[config.mk]
export PLATFORM = sky130hd
export DESIGN_NAME = mem_arbiter_flat
export DESIGN_NICKNAME = d
export VERILOG_FILES = /design/src/rtl/mem_arbiter_pkg.sv /design/src/rtl/mem_arbiter_if.sv /design/src/rtl/mem_arbiter.sv /design/src/flat_wrapper.sv
export SDC_FILE = /design/constraint.sdc
export NUM_CORES = 1
export LEC_CHECK = 0
export ABC_AREA = 1
export CAP_MARGIN = 0
export CELL_PAD_IN_SITES_DETAIL_PLACEMENT = 1
export CELL_PAD_IN_SITES_GLOBAL_PLACEMENT = 2
export CORE_UTILIZATION = 22
export DETAILED_ROUTE_END_ITERATION = 10
export PLACE_DENSITY = 0.82
export SLEW_MARGIN = 5
export SYNTH_ARGS = -nofsm -noshare
export SYNTH_HDL_FRONTEND = slang
export SYNTH_SLANG_ARGS = --single-unit
[constraint.sdc]
create_clock -name clk -period 6.3 [get_ports clk]
set_input_delay 1.26 -clock clk [delete_from_list [all_inputs] [get_ports clk]]
set_output_delay 1.26 -clock clk [all_outputs]
set_load 0.02 [all_outputs]
[src/rtl/mem_arbiter_pkg.sv]
// Shared definitions for the mem_arbiter slice: default bus widths and FSM state encoding.
package mem_arbiter_pkg;

    localparam int unsigned MemAddrBus = 32;
    localparam int unsigned RegBus     = 32;
    localparam int unsigned DefTimeout = 255;

    typedef enum logic [1:0] {
        IDLE     = 2'd0,
        XFER_IF  = 2'd1,
        XFER_MEM = 2'd2,
        DONE     = 2'd3
    } arb_state_t;

endpackage

[src/rtl/mem_arbiter_if.sv]
// Requester and bus signal bundle for mem_arbiter; slave = arbiter view, master = environment view.
interface mem_arbiter_if
    import mem_arbiter_pkg::*;
#(
    parameter int unsigned ADDR_W = MemAddrBus,
    parameter int unsigned DATA_W = RegBus
) ();

    logic                  if_re;
    logic [ADDR_W-1:0]     if_addr;
    logic                  if_flush;
    logic [DATA_W-1:0]     if_data;
    logic                  if_busy;
    logic                  if_done;

    logic                  mem_re;
    logic                  mem_we;
    logic [ADDR_W-1:0]     mem_addr;
    logic [DATA_W-1:0]     mem_wdata;
    logic [DATA_W/8-1:0]   mem_sel;
    logic [DATA_W-1:0]     mem_rdata;
    logic                  mem_busy;
    logic                  mem_done;

    logic                  bus_req;
    logic                  bus_we;
    logic [ADDR_W-1:0]     bus_addr;
    logic [DATA_W-1:0]     bus_wdata;
    logic [DATA_W/8-1:0]   bus_sel;
    logic                  bus_ack;
    logic [DATA_W-1:0]     bus_rdata;
    logic                  bus_err;

    modport slave (
        input  if_re, if_addr, if_flush,
        output if_data, if_busy, if_done,
        input  mem_re, mem_we, mem_addr, mem_wdata, mem_sel,
        output mem_rdata, mem_busy, mem_done,
        output bus_req, bus_we, bus_addr, bus_wdata, bus_sel, bus_err,
        input  bus_ack, bus_rdata
    );

    modport master (
        output if_re, if_addr, if_flush,
        input  if_data, if_busy, if_done,
        output mem_re, mem_we, mem_addr, mem_wdata, mem_sel,
        input  mem_rdata, mem_busy, mem_done,
        input  bus_req, bus_we, bus_addr, bus_wdata, bus_sel, bus_err,
        output bus_ack, bus_rdata
    );

endinterface

[src/rtl/mem_arbiter.sv]
// Two-requester (IF/MEM) single-bus arbiter, MEM has priority.
// Optional bus wait timeout enabled by defining MEM_ARB_TIMEOUT_EN.
module mem_arbiter
    import mem_arbiter_pkg::*;
#(
    parameter int unsigned ADDR_W  = MemAddrBus,
    parameter int unsigned DATA_W  = RegBus,
    parameter int unsigned TIMEOUT = DefTimeout
) (
    input  logic          clk,
    input  logic          rst,
    mem_arbiter_if.slave  bus
);

    localparam int unsigned SEL_W = DATA_W / 8;

    arb_state_t        state_q, state_d;
    logic              grant_mem_q, grant_mem_d;
    logic              flushed_q, flushed_d;
    logic              bus_req_q, bus_req_d;
    logic              bus_we_q, bus_we_d;
    logic [ADDR_W-1:0] bus_addr_q, bus_addr_d;
    logic [DATA_W-1:0] bus_wdata_q, bus_wdata_d;
    logic [SEL_W-1:0]  bus_sel_q, bus_sel_d;
    logic [DATA_W-1:0] if_data_q, if_data_d;
    logic [DATA_W-1:0] mem_rdata_q, mem_rdata_d;
    logic              if_busy_q, if_busy_d;
    logic              mem_busy_q, mem_busy_d;
    logic              timeout_hit;

`ifdef MEM_ARB_TIMEOUT_EN
    localparam int unsigned WAIT_W = (TIMEOUT > 1) ? $clog2(TIMEOUT) : 1;

    logic [WAIT_W-1:0] wait_cnt_q, wait_cnt_d;
    logic              bus_err_q;

    // Counter value N means N bus cycles already elapsed without ack.
    always_comb begin
        wait_cnt_d  = '0;
        timeout_hit = 1'b0;
        if (state_q == XFER_IF || state_q == XFER_MEM) begin
            wait_cnt_d  = wait_cnt_q + 1'b1;
            timeout_hit = !bus.bus_ack && (wait_cnt_q == WAIT_W'(TIMEOUT - 1));
        end
    end
`else
    assign timeout_hit = 1'b0;
`endif

    always_comb begin
        state_d     = state_q;
        grant_mem_d = grant_mem_q;
        flushed_d   = flushed_q;
        bus_req_d   = bus_req_q;
        bus_we_d    = bus_we_q;
        bus_addr_d  = bus_addr_q;
        bus_wdata_d = bus_wdata_q;
        bus_sel_d   = bus_sel_q;
        if_data_d   = if_data_q;
        mem_rdata_d = mem_rdata_q;
        if_busy_d   = if_busy_q;
        mem_busy_d  = mem_busy_q;

        case (state_q)
            IDLE: begin
                flushed_d  = 1'b0;
                if_busy_d  = bus.if_re && !bus.if_flush;
                mem_busy_d = 1'b0;
                if (bus.mem_re || bus.mem_we) begin
                    state_d     = XFER_MEM;
                    grant_mem_d = 1'b1;
                    mem_busy_d  = 1'b1;
                    bus_req_d   = 1'b1;
                    bus_we_d    = bus.mem_we;
                    bus_addr_d  = bus.mem_addr;
                    bus_wdata_d = bus.mem_wdata;
                    bus_sel_d   = bus.mem_sel;
                end else if (bus.if_re && !bus.if_flush) begin
                    state_d     = XFER_IF;
                    grant_mem_d = 1'b0;
                    bus_req_d   = 1'b1;
                    bus_we_d    = 1'b0;
                    bus_addr_d  = bus.if_addr;
                    bus_wdata_d = '0;
                    bus_sel_d   = '1;
                end
            end
            XFER_IF: begin
                // A flushed fetch still runs to ack; only its result is discarded.
                if (bus.if_flush) begin
                    flushed_d = 1'b1;
                    if_busy_d = 1'b0;
                end
                if (bus.bus_ack) begin
                    state_d   = DONE;
                    bus_req_d = 1'b0;
                    if (!flushed_q && !bus.if_flush) begin
                        if_data_d = bus.bus_rdata;
                    end
                end else if (timeout_hit) begin
                    state_d   = DONE;
                    bus_req_d = 1'b0;
                end
            end
            XFER_MEM: begin
                if_busy_d = if_busy_q && bus.if_re && !bus.if_flush;
                if (bus.bus_ack) begin
                    state_d     = DONE;
                    bus_req_d   = 1'b0;
                    bus_we_d    = 1'b0;
                    mem_rdata_d = bus.bus_rdata;
                end else if (timeout_hit) begin
                    state_d   = DONE;
                    bus_req_d = 1'b0;
                    bus_we_d  = 1'b0;
                end
            end
            DONE: begin
                state_d = IDLE;
                if (grant_mem_q) begin
                    mem_busy_d = 1'b0;
                    if_busy_d  = if_busy_q && bus.if_re && !bus.if_flush;
                end else begin
                    if_busy_d = 1'b0;
                end
            end
            default: state_d = IDLE;
        endcase
    end

    always_ff @(posedge clk or posedge rst) begin
        if (rst) begin
            state_q     <= IDLE;
            grant_mem_q <= 1'b0;
            flushed_q   <= 1'b0;
            bus_req_q   <= 1'b0;
            bus_we_q    <= 1'b0;
            bus_addr_q  <= '0;
            bus_wdata_q <= '0;
            bus_sel_q   <= '0;
            if_data_q   <= '0;
            mem_rdata_q <= '0;
            if_busy_q   <= 1'b0;
            mem_busy_q  <= 1'b0;
`ifdef MEM_ARB_TIMEOUT_EN
            wait_cnt_q  <= '0;
            bus_err_q   <= 1'b0;
`endif
        end else begin
            state_q     <= state_d;
            grant_mem_q <= grant_mem_d;
            flushed_q   <= flushed_d;
            bus_req_q   <= bus_req_d;
            bus_we_q    <= bus_we_d;
            bus_addr_q  <= bus_addr_d;
            bus_wdata_q <= bus_wdata_d;
            bus_sel_q   <= bus_sel_d;
            if_data_q   <= if_data_d;
            mem_rdata_q <= mem_rdata_d;
            if_busy_q   <= if_busy_d;
            mem_busy_q  <= mem_busy_d;
`ifdef MEM_ARB_TIMEOUT_EN
            wait_cnt_q  <= wait_cnt_d;
            bus_err_q   <= timeout_hit;
`endif
        end
    end

    assign bus.bus_req   = bus_req_q;
    assign bus.bus_we    = bus_we_q;
    assign bus.bus_addr  = bus_addr_q;
    assign bus.bus_wdata = bus_wdata_q;
    assign bus.bus_sel   = bus_sel_q;
    assign bus.if_data   = if_data_q;
    assign bus.mem_rdata = mem_rdata_q;
    assign bus.if_busy   = if_busy_q;
    assign bus.mem_busy  = mem_busy_q;
    // A flush arriving in the DONE cycle itself still cancels the pulse.
    assign bus.if_done   = (state_q == DONE) && !grant_mem_q && !flushed_q && !bus.if_flush;
    assign bus.mem_done  = (state_q == DONE) && grant_mem_q;
`ifdef MEM_ARB_TIMEOUT_EN
    assign bus.bus_err   = bus_err_q;
`else
    assign bus.bus_err   = 1'b0;
`endif

endmodule

[src/flat_wrapper.sv]
// flat-port wrapper written by rule: the top's interface ports become plain ports
module mem_arbiter_flat import mem_arbiter_pkg::*;
#(
    parameter int unsigned ADDR_W  = MemAddrBus,
    parameter int unsigned DATA_W  = RegBus,
    parameter int unsigned TIMEOUT = DefTimeout
)
  (clk, rst, bus_if_re, bus_if_addr, bus_if_flush, bus_if_data, bus_if_busy, bus_if_done, bus_mem_re, bus_mem_we, bus_mem_addr, bus_mem_wdata, bus_mem_sel, bus_mem_rdata, bus_mem_busy, bus_mem_done, bus_bus_req, bus_bus_we, bus_bus_addr, bus_bus_wdata, bus_bus_sel, bus_bus_err, bus_bus_ack, bus_bus_rdata);
  mem_arbiter_if #(.ADDR_W(ADDR_W), .DATA_W(DATA_W)) bus_i ();
  input  logic clk;
  input  logic rst;
  input wire logic [$bits(bus_i.if_re)-1:0] bus_if_re;
  input wire logic [$bits(bus_i.if_addr)-1:0] bus_if_addr;
  input wire logic [$bits(bus_i.if_flush)-1:0] bus_if_flush;
  output wire logic [$bits(bus_i.if_data)-1:0] bus_if_data;
  output wire logic [$bits(bus_i.if_busy)-1:0] bus_if_busy;
  output wire logic [$bits(bus_i.if_done)-1:0] bus_if_done;
  input wire logic [$bits(bus_i.mem_re)-1:0] bus_mem_re;
  input wire logic [$bits(bus_i.mem_we)-1:0] bus_mem_we;
  input wire logic [$bits(bus_i.mem_addr)-1:0] bus_mem_addr;
  input wire logic [$bits(bus_i.mem_wdata)-1:0] bus_mem_wdata;
  input wire logic [$bits(bus_i.mem_sel)-1:0] bus_mem_sel;
  output wire logic [$bits(bus_i.mem_rdata)-1:0] bus_mem_rdata;
  output wire logic [$bits(bus_i.mem_busy)-1:0] bus_mem_busy;
  output wire logic [$bits(bus_i.mem_done)-1:0] bus_mem_done;
  output wire logic [$bits(bus_i.bus_req)-1:0] bus_bus_req;
  output wire logic [$bits(bus_i.bus_we)-1:0] bus_bus_we;
  output wire logic [$bits(bus_i.bus_addr)-1:0] bus_bus_addr;
  output wire logic [$bits(bus_i.bus_wdata)-1:0] bus_bus_wdata;
  output wire logic [$bits(bus_i.bus_sel)-1:0] bus_bus_sel;
  output wire logic [$bits(bus_i.bus_err)-1:0] bus_bus_err;
  input wire logic [$bits(bus_i.bus_ack)-1:0] bus_bus_ack;
  input wire logic [$bits(bus_i.bus_rdata)-1:0] bus_bus_rdata;
  assign bus_i.if_re = bus_if_re;
  assign bus_i.if_addr = bus_if_addr;
  assign bus_i.if_flush = bus_if_flush;
  assign bus_if_data = bus_i.if_data;
  assign bus_if_busy = bus_i.if_busy;
  assign bus_if_done = bus_i.if_done;
  assign bus_i.mem_re = bus_mem_re;
  assign bus_i.mem_we = bus_mem_we;
  assign bus_i.mem_addr = bus_mem_addr;
  assign bus_i.mem_wdata = bus_mem_wdata;
  assign bus_i.mem_sel = bus_mem_sel;
  assign bus_mem_rdata = bus_i.mem_rdata;
  assign bus_mem_busy = bus_i.mem_busy;
  assign bus_mem_done = bus_i.mem_done;
  assign bus_bus_req = bus_i.bus_req;
  assign bus_bus_we = bus_i.bus_we;
  assign bus_bus_addr = bus_i.bus_addr;
  assign bus_bus_wdata = bus_i.bus_wdata;
  assign bus_bus_sel = bus_i.bus_sel;
  assign bus_bus_err = bus_i.bus_err;
  assign bus_i.bus_ack = bus_bus_ack;
  assign bus_i.bus_rdata = bus_bus_rdata;
  mem_arbiter #(.ADDR_W(ADDR_W), .DATA_W(DATA_W), .TIMEOUT(TIMEOUT)) u_core (.clk(clk), .rst(rst), .bus(bus_i));
endmodule
==> impl_metrics.tcl <==
set metrics [dict create \
    ys_types 20 \
    critPathMaxStageDelay_ns 0.64 \
    cts_max_path_buffers 2 \
    clock_latency_ns 0.42 \
    holdBufCountCts 0 \
    worstPathRequired_ns 5.04 \
    crit_chain "clkdlybuf4s50_1 -> nor4_1 -> clkdlybuf4s50_1" \
    portBuffers 276 \
    drive_above_1_share_pct 4.694 \
    clk_pin_slew_ns 0.06 \
    ioPinCount 278 \
    use_met3_pct 4.040 \
    pwr-share-clk_pct 20.5 \
    ys_seq_elements 140 \
    h-tree-depth 4 \
    path_buf_inv 2 \
    cts_tree "yes" \
    hold_class "register to register" \
    hold_viol_final 0 \
    cp_top_family "buffers and inverters" \
    whs_path_depth 2 \
    root_buffer "clkbuf_16" \
    whs_ns 0.4658 \
    fin_skew_ns 0.01963 \
    cap_violations 0 \
    dr.pass1.iters 4 \
    status "completed" \
    yosys_warnings 0 \
    vias 5298 \
    wire_per_inst_um 14.84 \
    die_area_um2 26940 \
    p_per_area_nw_per_um2 508.8 \
    routed_wirelength_um 19450 \
    use_met2_pct 24.84 \
    path_class "input port to output pin" \
    drtIter0Drc 200 \
    area_delta_synth_final_pct 63.67 \
    drc 0 \
    finalCritPeriodShare_pct 62.75 \
    ant_nets 0 \
    grt_pass1_wl_um 30240 \
    core-area_um2 25470 \
    end_kind "output pin" \
    comb_power_share_pct 47.3 \
    num_rows 58 \
    worstReg2RegStart "u_core.state_q[0]" \
    hold_start "u_core.bus.bus_addr[8]" \
    final_common_cell "nand2_1" \
    startpoint "bus_if_flush" \
    p_int_uw 2882 \
    power_switching_uw 1934 \
    dp.cells 1278 \
    reg2reg_depth 9 \
    gr-usage-all-layers_pct 14.66 \
    met1_usage_pct 17.91 \
    synthCells 697 \
    layout_common_cells "nand2_1 (372), clkdlybuf4s50_1 (276), dfrtp_1 (140), o21ai_0 (71), inv_1 (43)" \
    crit_slowest_cell "clkdlybuf4s50_1" \
    grt_overflow 0 \
    rrSetupSlack_ns 3.80 \
    num_antenna_cells 0 \
    yosysSeqAreaShare_pct 60.58 \
    grt_max_degree 76 \
    start_util_pct 22.70 \
    p_seq_share_pct 32.2 \
    grt_antenna_before_repair 0 \
    cts_resized 0 \
    stdcell_count 1310 \
    synth.area.top_cells "dfrtp_1 (61%), nand2_1 (24%), o21ai_0 (6.1%)" \
    worstMarginPinSlew_ns 1.078 \
    whs_endpoint "u_core.bus.bus_addr[8]" \
    yosys.area.top_type_share_pct 60.58 \
    fillers 2980 \
    crit_arrival_ns 2.69 \
    grt-busiest-layer "met2" \
    syn_avg_cell_area_um2 8.297 \
    worstPathMaxFanout 4 \
    die_width_um 164.1 \
    ir_drop_v 0.0001720 \
    fin_nets 1111 \
    rsz0062_at_grt "no" \
    critPathMostFrequentCell "clkdlybuf4s50_1" \
    die_h_um 164.1 \
    p_leak_uw 0.004581 \
    worstSetupStartpointType "input port" \
    maxSlewViolCount 0 \
    yosysTopAreaCell "dfrtp_1" \
    avgViaCountPerCell 4.044 \
    slew_headroom_pct 27.85 \
    max_freq_ghz 0.2529 \
    swShare_pct 40.15 \
    cts.sinks 140 \
    grt_pass1_vias 5551 \
    syn_area_um2 5783 \
    synth.net_count 841 \
    numCtsBuffers 17 \
    fin_crit_ns 3.953 \
    postCtsSetupBuffers 0 \
    finalSetupViolCount 0 \
    hpwl_um 14020 \
    finalSetupTns_ns 0 \
    gp_congestion 0.7172 \
    timing.rr.end "u_core.bus.bus_addr[12]" \
]
==> tightest hold or removal path, cell delays in order, from the launching register on <==
cell	delay (ns)
dfrtp_1	0.34
nand2_1	0.05
nand2_1	0.04
==> through the flow <==
step | cell area, µm² | setup slack [ns] | total power (µW) | util, %
floorplan | 5783 | 1.287 | 2687 | -
global placement | 8894 | 2.341 | 3850 | 34.92
detailed placement | 8894 | 2.342 | 3897 | 34.92
CTS | 9465 | 2.338 | 4918 | 37.16
global route | 9465 | 2.257 | 5163 | 37.16
finish | 9465 | 2.347 | 4816 | 37.16
==> power by group through the flow <==
stage               Clock [µW]  Combinational [µW]  Sequential [µW]
CTS                       1020                2340             1560
global placement             0                2300             1550
detailed placement           0                2330             1570
finish                     985                2280             1550
floorplan                    0                 646             2040
global route              1050                2500             1610
==> cell type report <==
class | count | area (µm²) | area share, %
inverter | 46 | 177.7 | 1.877
multi-input combinational | 478 | 1977 | 20.89
tap | 330 | 412.9 | 4.362
sequential | 140 | 3503 | 37.01
clock inverter | 13 | 128.9 | 1.362
clock buffer | 19 | 442.9 | 4.679
timing repair buffer | 284 | 2823 | 29.82
==> sequential cells by signal, summed over array words and instances, names as in the netlist <==
register / flops
u_core.bus.if_data: 32
u_core.bus.bus_we: 1
u_core.flushed_q: 1
u_core.bus.bus_addr: 32
u_core.bus.if_busy: 1
u_core.state_q: 2
u_core.bus.mem_rdata: 32
u_core.grant_mem_q: 1
u_core.bus.bus_sel: 4
u_core.bus.bus_wdata: 32
u_core.bus.bus_req: 1
u_core.bus.mem_busy: 1
==> logic make-up (layout without fill, tap and decap cells) <==
family	count (synthesis)	in the layout	synth area share [%]
fa+ha+maj	5	5	1.082
other cells	1	1	0.06484
flops	140	140	60.58
simple gates	399	399	26.31
buf+inv	79	362	5.409
compound gates	73	73	6.556
==> worst max path at each step <==
stage | to | slack [ns] | cells after the start
after floorplan | u_core.bus.bus_addr[0] | 1.29 | 1
after global placement | bus_if_done | 2.34 | 3
after detailed placement | bus_if_done | 2.34 | 3
after CTS | bus_if_done | 2.34 | 3
after global routing | bus_if_done | 2.26 | 3
final | bus_if_done | 2.35 | 3
==> cells in the mapped netlist <==
master / n
nand2_1: 373
dfrtp_1: 140
o21ai_0: 71
inv_1: 44
clkbuf_1: 23
nor2_1: 15
buf_2: 7
nand3_1: 7
ha_1: 5
buf_4: 2
a21boi_0: 1
a21oi_4: 1
buf_1: 1
clkinv_1: 1
conb_1: 1
inv_2: 1
nand4_1: 1
nor2_4: 1
nor4_1: 1
or2_1: 1
==> layer usage <==
metal	vias up	part of all wire, %
met5	-	0
met4	0	1.4
met3	15	6.2
met2	156	50
met1	2470	43
li1	2657	-
Note: power is estimated with default switching activity, not from simulation.
